`config.mk`:
```
export PLATFORM = sky130hd
export DESIGN_NAME = axis_master_tx
export DESIGN_NICKNAME = d
export VERILOG_FILES = /design/src/rtl/axi_stream_pckg.sv /design/src/rtl/axis_tx_fifo.sv /design/src/rtl/axis_master_tx.sv
export SDC_FILE = /design/constraint.sdc
export NUM_CORES = 1
export LEC_CHECK = 0
export BUFFER_PORTS_ARGS = -buffer_cell sky130_fd_sc_hd__buf_4
export CAP_MARGIN = 0
export CORE_MARGIN = 4
export CORE_UTILIZATION = 60
export DETAILED_ROUTE_END_ITERATION = 16
export PLACE_DENSITY = 0.81
export SYNTH_ARGS = -nofsm -noshare
export SYNTH_HDL_FRONTEND = slang
export SYNTH_SLANG_ARGS = --single-unit
```
`constraint.sdc`:
```
create_clock -name clk -period 5.7 [get_ports clk]
set_input_delay 0.855 -clock clk [delete_from_list [all_inputs] [get_ports clk]]
set_output_delay 0.855 -clock clk [all_outputs]
set_load 0.02 [all_outputs]
```
`src/rtl/axi_stream_pckg.sv`:
```
// Shared types and constants for the FFT AXI4-Stream interfaces: transmit
// FSM states, default stream/FIFO widths and an address bit-reversal helper.
package axi_stream_pckg;

   localparam int M_TDATA_WDT     = 32;
   localparam int M_FIFO_ADDR_WDT = 2;

   typedef enum logic [1:0] {
      M_IDLE,
      M_RD,
      M_DRAIN
   } m_tx_state;

   // Reverses the low w bits of v; bits above w come back as zero.
   function automatic logic [31:0] bitrev(input logic [31:0] v, input int unsigned w);
      logic [31:0] r;
      for (int i = 0; i < 32; i++) r[i] = v[31-i];
      return r >> (32 - w);
   endfunction

endpackage

```
`src/rtl/axis_tx_fifo.sv`:
```
// Count-based synchronous FIFO between the result-memory read port and the
// AXI output register; pointers wrap naturally, depth is 2^ADDR_WDT.
module axis_tx_fifo #(
   parameter int DATA_WDT = 32,
   parameter int ADDR_WDT = 2
) (
   input  logic                clk,
   input  logic                rst,
   input  logic                push_i,
   input  logic                pop_i,
   input  logic [DATA_WDT-1:0] din_i,
   output logic [DATA_WDT-1:0] dout_o,
   output logic [ADDR_WDT:0]   count_o,
   output logic                full_o,
   output logic                empty_o
);

   localparam int DEPTH = 1 << ADDR_WDT;

   logic [DATA_WDT-1:0] mem_q [DEPTH];
   logic [ADDR_WDT-1:0] wr_ptr_q, wr_ptr_d;
   logic [ADDR_WDT-1:0] rd_ptr_q, rd_ptr_d;
   logic [ADDR_WDT:0]   cnt_q, cnt_d;

   always_comb begin
      // NOTE: every variable gets its hold value first so no path leaves it unassigned (no latch).
      wr_ptr_d = wr_ptr_q;
      rd_ptr_d = rd_ptr_q;
      cnt_d    = cnt_q;
      if (push_i) wr_ptr_d = wr_ptr_q + ADDR_WDT'(1);
      if (pop_i)  rd_ptr_d = rd_ptr_q + ADDR_WDT'(1);
      case ({push_i, pop_i})
         2'b10:   cnt_d = cnt_q + (ADDR_WDT+1)'(1);
         2'b01:   cnt_d = cnt_q - (ADDR_WDT+1)'(1);
         default: cnt_d = cnt_q;
      endcase
   end

   always_ff @(posedge clk) begin
      // NOTE: non-blocking so every register samples pre-edge values regardless of statement order.
      if (rst) begin
         wr_ptr_q <= '0;
         rd_ptr_q <= '0;
         cnt_q    <= '0;
      end else begin
         wr_ptr_q <= wr_ptr_d;
         rd_ptr_q <= rd_ptr_d;
         cnt_q    <= cnt_d;
      end
   end

   // NOTE: storage is not reset; the count alone decides which entries are valid.
   always_ff @(posedge clk) begin
      if (push_i) mem_q[wr_ptr_q] <= din_i;
   end

   assign dout_o  = mem_q[rd_ptr_q];
   assign count_o = cnt_q;
   assign full_o  = (cnt_q == (ADDR_WDT+1)'(DEPTH));
   assign empty_o = (cnt_q == '0);

   a_no_write_when_full: assert property (@(posedge clk) disable iff (rst) !(push_i && full_o));
   a_no_pop_when_empty:  assert property (@(posedge clk) disable iff (rst) !(pop_i && empty_o));

endmodule

```
`src/rtl/axis_master_tx.sv`:
```
// AXI4-Stream transmit side of the FFT core: reads the result memory and streams
// one {re, im} beat per sample. Define M_AXIS_BITREV_EN to read in bit-reversed order.
module axis_master_tx #(
   parameter int FFT_SIZE_LOG2   = 10,
   parameter int SAMPLE_WDT      = 16,
   parameter int M_TDATA_WDT     = axi_stream_pckg::M_TDATA_WDT,
   parameter int M_FIFO_ADDR_WDT = axi_stream_pckg::M_FIFO_ADDR_WDT
) (
   input  logic                     clk,
   input  logic                     rst,
   output logic [M_TDATA_WDT-1:0]   M_AXIS_TDATA,
   output logic                     M_AXIS_TVALID,
   output logic                     M_AXIS_TLAST,
   input  logic                     M_AXIS_TREADY,
   output logic [FFT_SIZE_LOG2-1:0] m_axis_if_addr,
   output logic                     m_axis_if_rd_en,
   input  logic [SAMPLE_WDT-1:0]    data_re_0_out,
   input  logic [SAMPLE_WDT-1:0]    data_im_0_out,
   input  logic                     tx_start,
   input  logic                     s_axis_if_busy,
   output logic                     m_axis_if_busy,
   output logic                     tx_done
);

   import axi_stream_pckg::*;

   localparam int FIFO_DEPTH = 1 << M_FIFO_ADDR_WDT;
   localparam int CW         = M_FIFO_ADDR_WDT + 2;
   localparam logic [FFT_SIZE_LOG2-1:0] LAST_IDX = '1;

   m_tx_state                state_q, state_d;
   logic [FFT_SIZE_LOG2-1:0] rd_idx_q, rd_idx_d;
   logic [FFT_SIZE_LOG2-1:0] tx_idx_q, tx_idx_d;
   logic [FFT_SIZE_LOG2-1:0] ld_idx;
   logic                     inflight_q, inflight_d;
   logic                     tvalid_q, tvalid_d;
   logic                     tlast_q, tlast_d;
   logic                     tx_done_q, tx_done_d;
   logic [M_TDATA_WDT-1:0]   tdata_q, tdata_d;

   logic                     rd_en, rd_credit, handshake, load;
   logic [CW-1:0]            occ, lim;
   logic [M_FIFO_ADDR_WDT:0] fifo_cnt;
   logic [M_TDATA_WDT-1:0]   fifo_dout;
   logic                     fifo_full, fifo_empty;

   axis_tx_fifo #(
      .DATA_WDT (M_TDATA_WDT),
      .ADDR_WDT (M_FIFO_ADDR_WDT)
   ) u_fifo (
      .clk     (clk),
      .rst     (rst),
      .push_i  (inflight_q),
      .pop_i   (load),
      .din_i   ({data_re_0_out, data_im_0_out}),
      .dout_o  (fifo_dout),
      .count_o (fifo_cnt),
      .full_o  (fifo_full),
      .empty_o (fifo_empty)
   );

   assign handshake = tvalid_q & M_AXIS_TREADY;
   assign load      = !fifo_empty & (!tvalid_q | M_AXIS_TREADY);

   // Credit: queued + in-flight samples, less the one leaving now, must stay below depth.
   assign occ       = CW'(fifo_cnt) + CW'(inflight_q);
   assign lim       = CW'(FIFO_DEPTH) + CW'(load);
   assign rd_credit = occ < lim;
   assign rd_en     = (state_q == M_RD) & rd_credit;

   // A load while TVALID is high always coincides with a handshake, so the
   // loaded sample is one past the accepted count.
   assign ld_idx = tx_idx_q + FFT_SIZE_LOG2'(tvalid_q);

   always_comb begin
      state_d   = state_q;
      tx_done_d = 1'b0;
      case (state_q)
         M_IDLE:  if (tx_start && !s_axis_if_busy) state_d = M_RD;
         M_RD:    if (rd_en && rd_idx_q == LAST_IDX) state_d = M_DRAIN;
         M_DRAIN: if (handshake && tlast_q) begin
            state_d   = M_IDLE;
            tx_done_d = 1'b1;
         end
         default: state_d = M_IDLE;
      endcase
   end

   always_comb begin
      rd_idx_d   = rd_idx_q;
      tx_idx_d   = tx_idx_q;
      tdata_d    = tdata_q;
      tlast_d    = tlast_q;
      tvalid_d   = tvalid_q;
      inflight_d = rd_en;
      if (state_q == M_IDLE) begin
         rd_idx_d = '0;
         tx_idx_d = '0;
      end else begin
         if (rd_en)     rd_idx_d = rd_idx_q + FFT_SIZE_LOG2'(1);
         if (handshake) tx_idx_d = tx_idx_q + FFT_SIZE_LOG2'(1);
      end
      if (load) begin
         tdata_d  = fifo_dout;
         tlast_d  = (ld_idx == LAST_IDX);
         tvalid_d = 1'b1;
      end else if (handshake) begin
         tvalid_d = 1'b0;
      end
   end

   always_ff @(posedge clk) begin
      if (rst) begin
         state_q    <= M_IDLE;
         rd_idx_q   <= '0;
         tx_idx_q   <= '0;
         inflight_q <= 1'b0;
         tvalid_q   <= 1'b0;
         tlast_q    <= 1'b0;
         tdata_q    <= '0;
         tx_done_q  <= 1'b0;
      end else begin
         state_q    <= state_d;
         rd_idx_q   <= rd_idx_d;
         tx_idx_q   <= tx_idx_d;
         inflight_q <= inflight_d;
         tvalid_q   <= tvalid_d;
         tlast_q    <= tlast_d;
         tdata_q    <= tdata_d;
         tx_done_q  <= tx_done_d;
      end
   end

`ifdef M_AXIS_BITREV_EN
   assign m_axis_if_addr = FFT_SIZE_LOG2'(bitrev(32'(rd_idx_q), FFT_SIZE_LOG2));
`else
   assign m_axis_if_addr = rd_idx_q;
`endif

   assign m_axis_if_rd_en = rd_en;
   assign m_axis_if_busy  = (state_q != M_IDLE);
   assign tx_done         = tx_done_q;
   assign M_AXIS_TDATA    = tdata_q;
   assign M_AXIS_TVALID   = tvalid_q;
   assign M_AXIS_TLAST    = tlast_q;

   a_axis_hold: assert property (@(posedge clk) disable iff (rst)
      (tvalid_q && !M_AXIS_TREADY) |=> (tvalid_q && $stable(tdata_q) && $stable(tlast_q)));
   a_credit_ok: assert property (@(posedge clk) disable iff (rst) !(inflight_q && fifo_full));

endmodule

```
==> results.json, run 1 <==
{
  "status": "finished clean",
  "cap_violations": 0,
  "grt_pass1_vias": 4507,
  "coreArea_um2": 12110,
  "synthCells": 521,
  "synth_edf_count": 128,
  "drtAntennaViolNets": 0,
  "vias": 4562,
  "worst-path-buf-inv": 1,
  "endpoint_kind": "primary output",
  "synth_ff_type": "edfxtp_1",
  "final-setup-viol-count": 0,
  "finalClockSkew_ns": 0.007351,
  "rsz0062_at_grt": "false",
  "maxSlewViolCount": 0,
  "fin_hold_ws_ns": 0.4565,
  "synth.distinct_cells": 44,
  "grt_pass1_wl_um": 23500,
  "fmax_ghz": 0.3273,
  "synth_area_um2": 7473,
  "ys_warn_count": 0,
  "cts.path.max_buffers": 2,
  "leakagePower_nw": 3.065,
  "wl_per_cell_um": 19.06,
  "cts_sinks": 193,
  "cp.required_ns": 4.85,
  "ys_async_sr_fraction_pct": 0,
  "start_util_pct": 61.70,
  "tightest_slew_ns": 0.9342,
  "path_clk_slew_ns": 0.06,
  "die_w_um": 119.6,
  "r2r_start": "u_fifo.count_o[0]$_SDFFE_PP0P_",
  "ir_drop_uv": 339.8,
  "cts_hold_buf": 0,
  "relSlewSlack_pct": 37.72,
  "diodes": 0,
  "grt_util_met1_pct": 27.84,
  "dr.pass1.iters": 5,
  "crit_slowest_cell": "o41a_1",
  "globalRouteMet3Util_pct": 5.796,
  "grt_overflow_total": 0,
  "synthToLayoutAreaGrowth_pct": 17.60,
  "totalNegativeSetupSlack_ns": 0,
  "grt_usage_pct": 21.56,
  "ys_seq_area_share_pct": 68.84,
  "dp.final_hpwl_um": 8760,
  "hp-start": "M_AXIS_TDATA[2]$_SDFFE_PP0N_",
  "ios": 84,
  "crit_chain": "ha_1 > ha_1 > o41a_1 > nor2_1 > buf_4",
  "multiInputGateArea_um2": 2171,
  "hp-class": "reg2reg",
  "wl_um": 14880,
  "fin_nets": 649,
  "hold_viol_final": 0,
  "worstSkewPairLatency_ns": 0.43,
  "arrival_ns": 2.20,
  "drtIter0Drc": 405,
  "row_count": 40,
  "cts_tree": "done",
  "cts_setup_buffers": 0,
  "crit_family": "compound AO/OA/AOI/OAI gates",
  "fillCellCount": 794,
  "worstSetupStartpointType": "flop",
  "crit_fanout": 8,
  "grt_antenna_before_repair": 0,
  "period_share_pct": 53.61,
  "grt_max_degree": 49,
  "fin_crit_ns": 3.056,
  "cts-root-buf": "clkbuf_16",
  "io_buffers": 83,
  "drive_gt1_share_pct": 26.26,
  "dieArea_um2": 14310,
  "met2_usage_pct": 35.35,
  "place_congestion": 0.8572,
  "syn_area_per_cell_um2": 14.34,
  "chipHeight_um": 119.6,
  "critPathMaxStageDelay_ns": 0.52,
  "h-tree-depth": 4,
  "via_per_inst": 5.841,
  "crit_type": "reg2out",
  "seqCellArea_um2": 5147,
  "syn-num-nets": 570,
  "ys_ff_latch": 193,
  "cp_common_cell": "ha_1",
  "p_per_area_nw_per_um2": 424.7,
  "post_cts_resize_count": 0,
  "top_usage_layer": "met2",
  "cp-startpoint": "inflight_q$_SDFF_PP0_",
  "drc": 0,
  "cts_buffers": 17
}
layer usage:
layer	up-vias	routed length (um)	share of wire (%)
met5	-	0	0
met4	0	247	1.7
met3	22	1105	7.4
met2	173	7502	50
met1	2274	6028	41
li1	2093	-	-
state kept, by name, indices dropped and copies added (netlist names):
name / cells
u_fifo.mem_q: 128
M_AXIS_TDATA: 32
m_axis_if_addr: 10
tx_idx_q: 10
u_fifo.count_o: 3
state_q: 2
u_fifo.rd_ptr_q: 2
u_fifo.wr_ptr_q: 2
M_AXIS_TLAST: 1
M_AXIS_TVALID: 1
inflight_q: 1
tx_done: 1
cell families after synthesis:
kind of cell | after synthesis | share of synthesized area (%)
adders and majority gates | 12 | 2.109
DFF | 193 | 68.84
buffers and inverters | 38 | 2.177
xor gates and xnor gates | 15 | 1.758
AOI/OAI and AO/OA | 67 | 5.207
and+or+nand+nor | 161 | 9.861
muxes | 35 | 10.05
Yosys cell counts (all sizes together) (8+ instances only):
library cell / instances / share of area (%)
a21oi: 45 / 3.0
buf: 8 / 0.67
clkbuf: 19 / 0.95
dfxtp: 65 / 17
edfxtp: 128 / 51
ha: 11 / 1.8
inv: 10 / 0.50
mux4: 32 / 9.6
nand2: 82 / 4.1
nand3: 11 / 0.74
nor2: 23 / 1.2
nor3: 9 / 0.60
xor2: 8 / 0.94
metrics by stage:
| stage | cells | utilization [%] | power (mW) | instance area [um2] | setup slack, ns |
|---|---|---|---|---|---|
| 2_1_floorplan | 521 | - | 2.285 | 7473 | 2.794 |
| 3_3_place_gp | 749 | 67.89 | 2.592 | 8223 | 3.106 |
| 3_5_place_dp | 749 | 67.89 | 2.617 | 8223 | 3.022 |
| 4_1_cts | 781 | 72.56 | 3.756 | 8788 | 2.615 |
| 5_1_grt | 781 | 72.56 | 3.894 | 8788 | 2.539 |
| 6_report | 781 | 72.56 | 3.733 | 8788 | 2.644 |
cells in the final DEF, fill, tap and decap left out, types with 4 or more instances in the layout:
| cell type | synthesis | layout |
|---|---|---|
| nand3_1 | 11 | 11 |
| a21oi_1 | 45 | 45 |
| inv_1 | 10 | 10 |
| nand2_1 | 82 | 82 |
| xor2_1 | 8 | 8 |
| a31o_2 | 4 | 4 |
| nand4_1 | 5 | 5 |
| buf_4 | 0 | 87 |
| edfxtp_1 | 128 | 128 |
| xnor2_1 | 7 | 7 |
| and3_1 | 4 | 4 |
| nor3_1 | 9 | 9 |
| and2_2 | 0 | 4 |
| dfxtp_1 | 65 | 63 |
| nand2b_1 | 4 | 4 |
| ha_1 | 11 | 11 |
| nor2_1 | 23 | 23 |
| o21ai_0 | 6 | 6 |
| mux4_2 | 32 | 32 |
| clkbuf_1 | 19 | 5 |
| clkbuf_16 | 0 | 17 |
worst register-to-register path, cell delays in order (launching register included):
cell	delay, ns
dfxtp_1	0.35
or3_2	0.51
nand2_1	0.12
clkinv_1	0.10
ha_1	0.22
inv_1	0.07
fa_1	0.18
xor2_1	0.08
or3_2	0.42
a21oi_1	0.19
power by group:
part	leakage (nW)	total (mW)	internal, mW	switching (mW)
clock network	0.273	1.14	0.657	0.482
logic	1.11	0.833	0.370	0.464
registers	1.68	1.76	1.62	0.135
final cells by class:
class,instances,share of cell area [%]
clock buffers,23,5.211
repair buffers,87,7.432
multi-input cells,290,24.70
flip-flops and latches,193,58.57
well taps,168,2.392
clock inverters,9,1.224
inverters,11,0.4698
final timing paths:
check / slack [ns] / endpoint / cells past startpoint
max: 2.64 / m_axis_if_rd_en / 5
max reg2reg: 3.37 / u_fifo.count_o[2]$_SDFFE_PP0P_ / 9
min reg2reg: 0.46 / M_AXIS_TDATA[2]$_SDFFE_PP0N_ / 2
min: 0.46 / M_AXIS_TDATA[2]$_SDFFE_PP0N_ / 2
No activity file was read; power rests on OpenSTA's default activity.
==> inputs of run 2 (changes only) <==
--- a/config.mk
+++ b/config.mk
@@ -8,9 +8,9 @@
 export BUFFER_PORTS_ARGS = -buffer_cell sky130_fd_sc_hd__buf_4
 export CAP_MARGIN = 0
 export CORE_MARGIN = 4
-export CORE_UTILIZATION = 60
+export CORE_UTILIZATION = 58
 export DETAILED_ROUTE_END_ITERATION = 16
-export PLACE_DENSITY = 0.81
+export PLACE_DENSITY = 0.79
 export SYNTH_ARGS = -nofsm -noshare
 export SYNTH_HDL_FRONTEND = slang
 export SYNTH_SLANG_ARGS = --single-unit
==> constraint.sdc (replaced) <==
create_clock -name clk -period 3.2 [get_ports clk]
set_input_delay 0.48 -clock clk [delete_from_list [all_inputs] [get_ports clk]]
set_output_delay 0.48 -clock clk [all_outputs]
set_load 0.02 [all_outputs]
==> run 2 against run 1 <==
Net effect:
- global-route usage shrank 1.3 points
- clock-buffer cell count fell by 6
- register-to-register slack got worse by 2.4 ns
- via count fell by 3.9%
- sequential cell count is the same
- sequential share of layout area fell by 0.35 points
- cell area increased by 0.60%
- worst hold slack lost 0.21 ns
- critical path type unchanged
==> results.json, run 2 (synthesis gave the netlist of run 1 again) <==
{
  "worstSetupStartpointType": "flop",
  "finalClockSkew_ns": 0.009973,
  "r2r_setup_slack_ns": 0.95,
  "cts_buffers": 17,
  "critPathMaxStageDelay_ns": 0.52,
  "crit_slowest_cell": "o41a_1",
  "post_cts_resize_count": 0,
  "crit_type": "reg2out",
  "r2r-end": "u_fifo.count_o[2]$_SDFFE_PP0P_",
  "combPwrFrac_pct": 22.3,
  "drtIter0Drc": 389,
  "seqPwrFrac_pct": 46.5,
  "diodes": 0,
  "rsz0062_at_grt": "false",
  "cp_common_cell": "ha_1",
  "power.net_switching_mw": 2.029,
  "dr.pass1.iters": 6,
  "placed_cell_area_um2": 8240,
  "largest_register": "u_fifo.mem_q",
  "hp-class": "in2reg",
  "swShare_pct": 30.27,
  "relSlewSlack_pct": 37.96,
  "chipHeight_um": 121.5,
  "cts_tree": "done",
  "status": "finished clean",
  "largest_register_ffs": 128,
  "period_share_pct": 83.21,
  "crit_fanout": 8,
  "grt_antenna_before_repair": 0,
  "final-setup-viol-count": 0,
  "fin_crit_ns": 2.663,
  "wl_per_cell_um": 18.03,
  "worst_r2r_path_depth": 9,
  "grt_pass1_wl_um": 22600,
  "grt_max_degree": 49,
  "drive_gt1_share_pct": 27.24,
  "cts_hold_buf": 0,
  "start_util_pct": 59.22,
  "grt_usage_pct": 20.24,
  "io_buffers": 83,
  "dp.final_hpwl_um": 8528,
  "coreArea_um2": 12620,
  "place_congestion": 0.8325,
  "maxSlewViolCount": 0,
  "min_path_cells": 1,
  "endpoint_kind": "primary output",
  "cts_sinks": 193,
  "vias": 4384,
  "grt_overflow_total": 0,
  "fmax_ghz": 0.3756,
  "clockPowerShare_pct": 31.2,
  "hold_viol_final": 0,
  "layout_common_cells": "128 x edfxtp_1, 86 x buf_4, 82 x nand2_1",
  "grt_pass1_vias": 4511,
  "cts_setup_buffers": 0,
  "layout_commonest_cell": "edfxtp_1",
  "cp-startpoint": "inflight_q$_SDFF_PP0_",
  "holdPathEnd": "u_fifo.mem_q[1][0]$_DFFE_PP_",
  "cap_violations": 0,
  "totalNegativeSetupSlack_ns": 0,
  "p_int_mw": 4.674,
  "row_count": 41,
  "h-tree-depth": 4,
  "hp-start": "data_im_0_out[0]",
  "arrival_ns": 2.18,
  "dieArea_um2": 14770,
  "drtAntennaViolNets": 0,
  "worstSkewPairLatency_ns": 0.43,
  "cts-root-buf": "clkbuf_16",
  "ir_drop_uv": 468.9,
  "fin_nets": 649,
  "tightest_slew_ns": 0.9306,
  "leakagePower_nw": 3.074,
  "cp.required_ns": 2.72,
  "post-route-cell-area_um2": 8841,
  "ios": 84,
  "path_clk_slew_ns": 0.07,
  "synthToLayoutAreaGrowth_pct": 18.30,
  "cts.path.max_buffers": 2,
  "wl_um": 14150,
  "drc": 0,
  "p_per_area_nw_per_um2": 758.1,
  "crit_chain": "ha_1 > ha_1 > o41a_1 > nor2_1 > buf_4",
  "r2r_start": "u_fifo.count_o[0]$_SDFFE_PP0P_",
  "die_w_um": 121.5,
  "via_per_inst": 5.585
}
## run 2: changes by cell type in the layout (fill, tap and decap cells not counted), sizes merged
cell      before  now
clkinvlp       1    4
inv           11   15
clkbuf        23   17
bufinv         2    1
## run 2: cell type report
| class | count | area [um2] |
|---|---|---|
| Timing Repair Buffer | 87 | 665.6 |
| Clock buffer | 17 | 425.4 |
| Tap cell | 172 | 215.2 |
| Sequential cell | 193 | 5147 |
| Inverter | 11 | 41.29 |
| Clock inverter | 15 | 175.2 |
| Fill cell | 860 | 3779 |
| Multi-Input combinational cell | 290 | 2171 |
## run 2: power groups by stage
stage	Sequential [mW]	Clock, mW	Combinational, mW
after global routing	3.15	2.24	1.62
after global placement	3.16	0	1.47
after CTS	3.12	2.14	1.51
final	3.11	2.09	1.50
after detailed placement	3.17	0	1.51
after floorplan	3.28	0	0.791
## run 2: worst max-delay path by stage
stage / to / depth (start not counted) / slack [ns]
after floorplan: u_fifo.count_o[2]$_SDFFE_PP0P_ / 10 / 0.67
after global placement: u_fifo.count_o[2]$_SDFFE_PP0P_ / 10 / 1.00
after detailed placement: u_fifo.count_o[2]$_SDFFE_PP0P_ / 10 / 0.93
after CTS: m_axis_if_rd_en / 5 / 0.50
after global routing: m_axis_if_rd_en / 5 / 0.39
final: m_axis_if_rd_en / 5 / 0.54
## run 2: per-stage QoR
step                hold WS, ns  power (mW)  instances  utilization (%)  setup WS [ns]
global placement         0.4461       4.634        753            65.30          1.003
finish                   0.2446       6.702        785            70.06         0.5373
CTS                      0.2234       6.773        785            70.06         0.5011
floorplan                0.4535       4.070        521                -         0.6690
global route             0.2137       7.015        785            70.06         0.3857
detailed placement       0.4491       4.679        753            65.30         0.9281
## run 2: worst max-delay path, delay by kind of cell, from the launching register on
family                     cells  cell delay (ns)
DFF                            1             0.45
and+or+nand+nor                1             0.16
adders and majority gates      2             0.46
buffers and inverters          1             0.16
AOI/OAI and AO/OA              1             0.52
## run 2: layer usage
metal	vias up	track usage, %	wire length, um
met5	-	0	0
met4	0	6.373	190
met3	17	6.340	811
met2	112	34.40	7276
met1	2171	24.92	5871
li1	2084	-	-
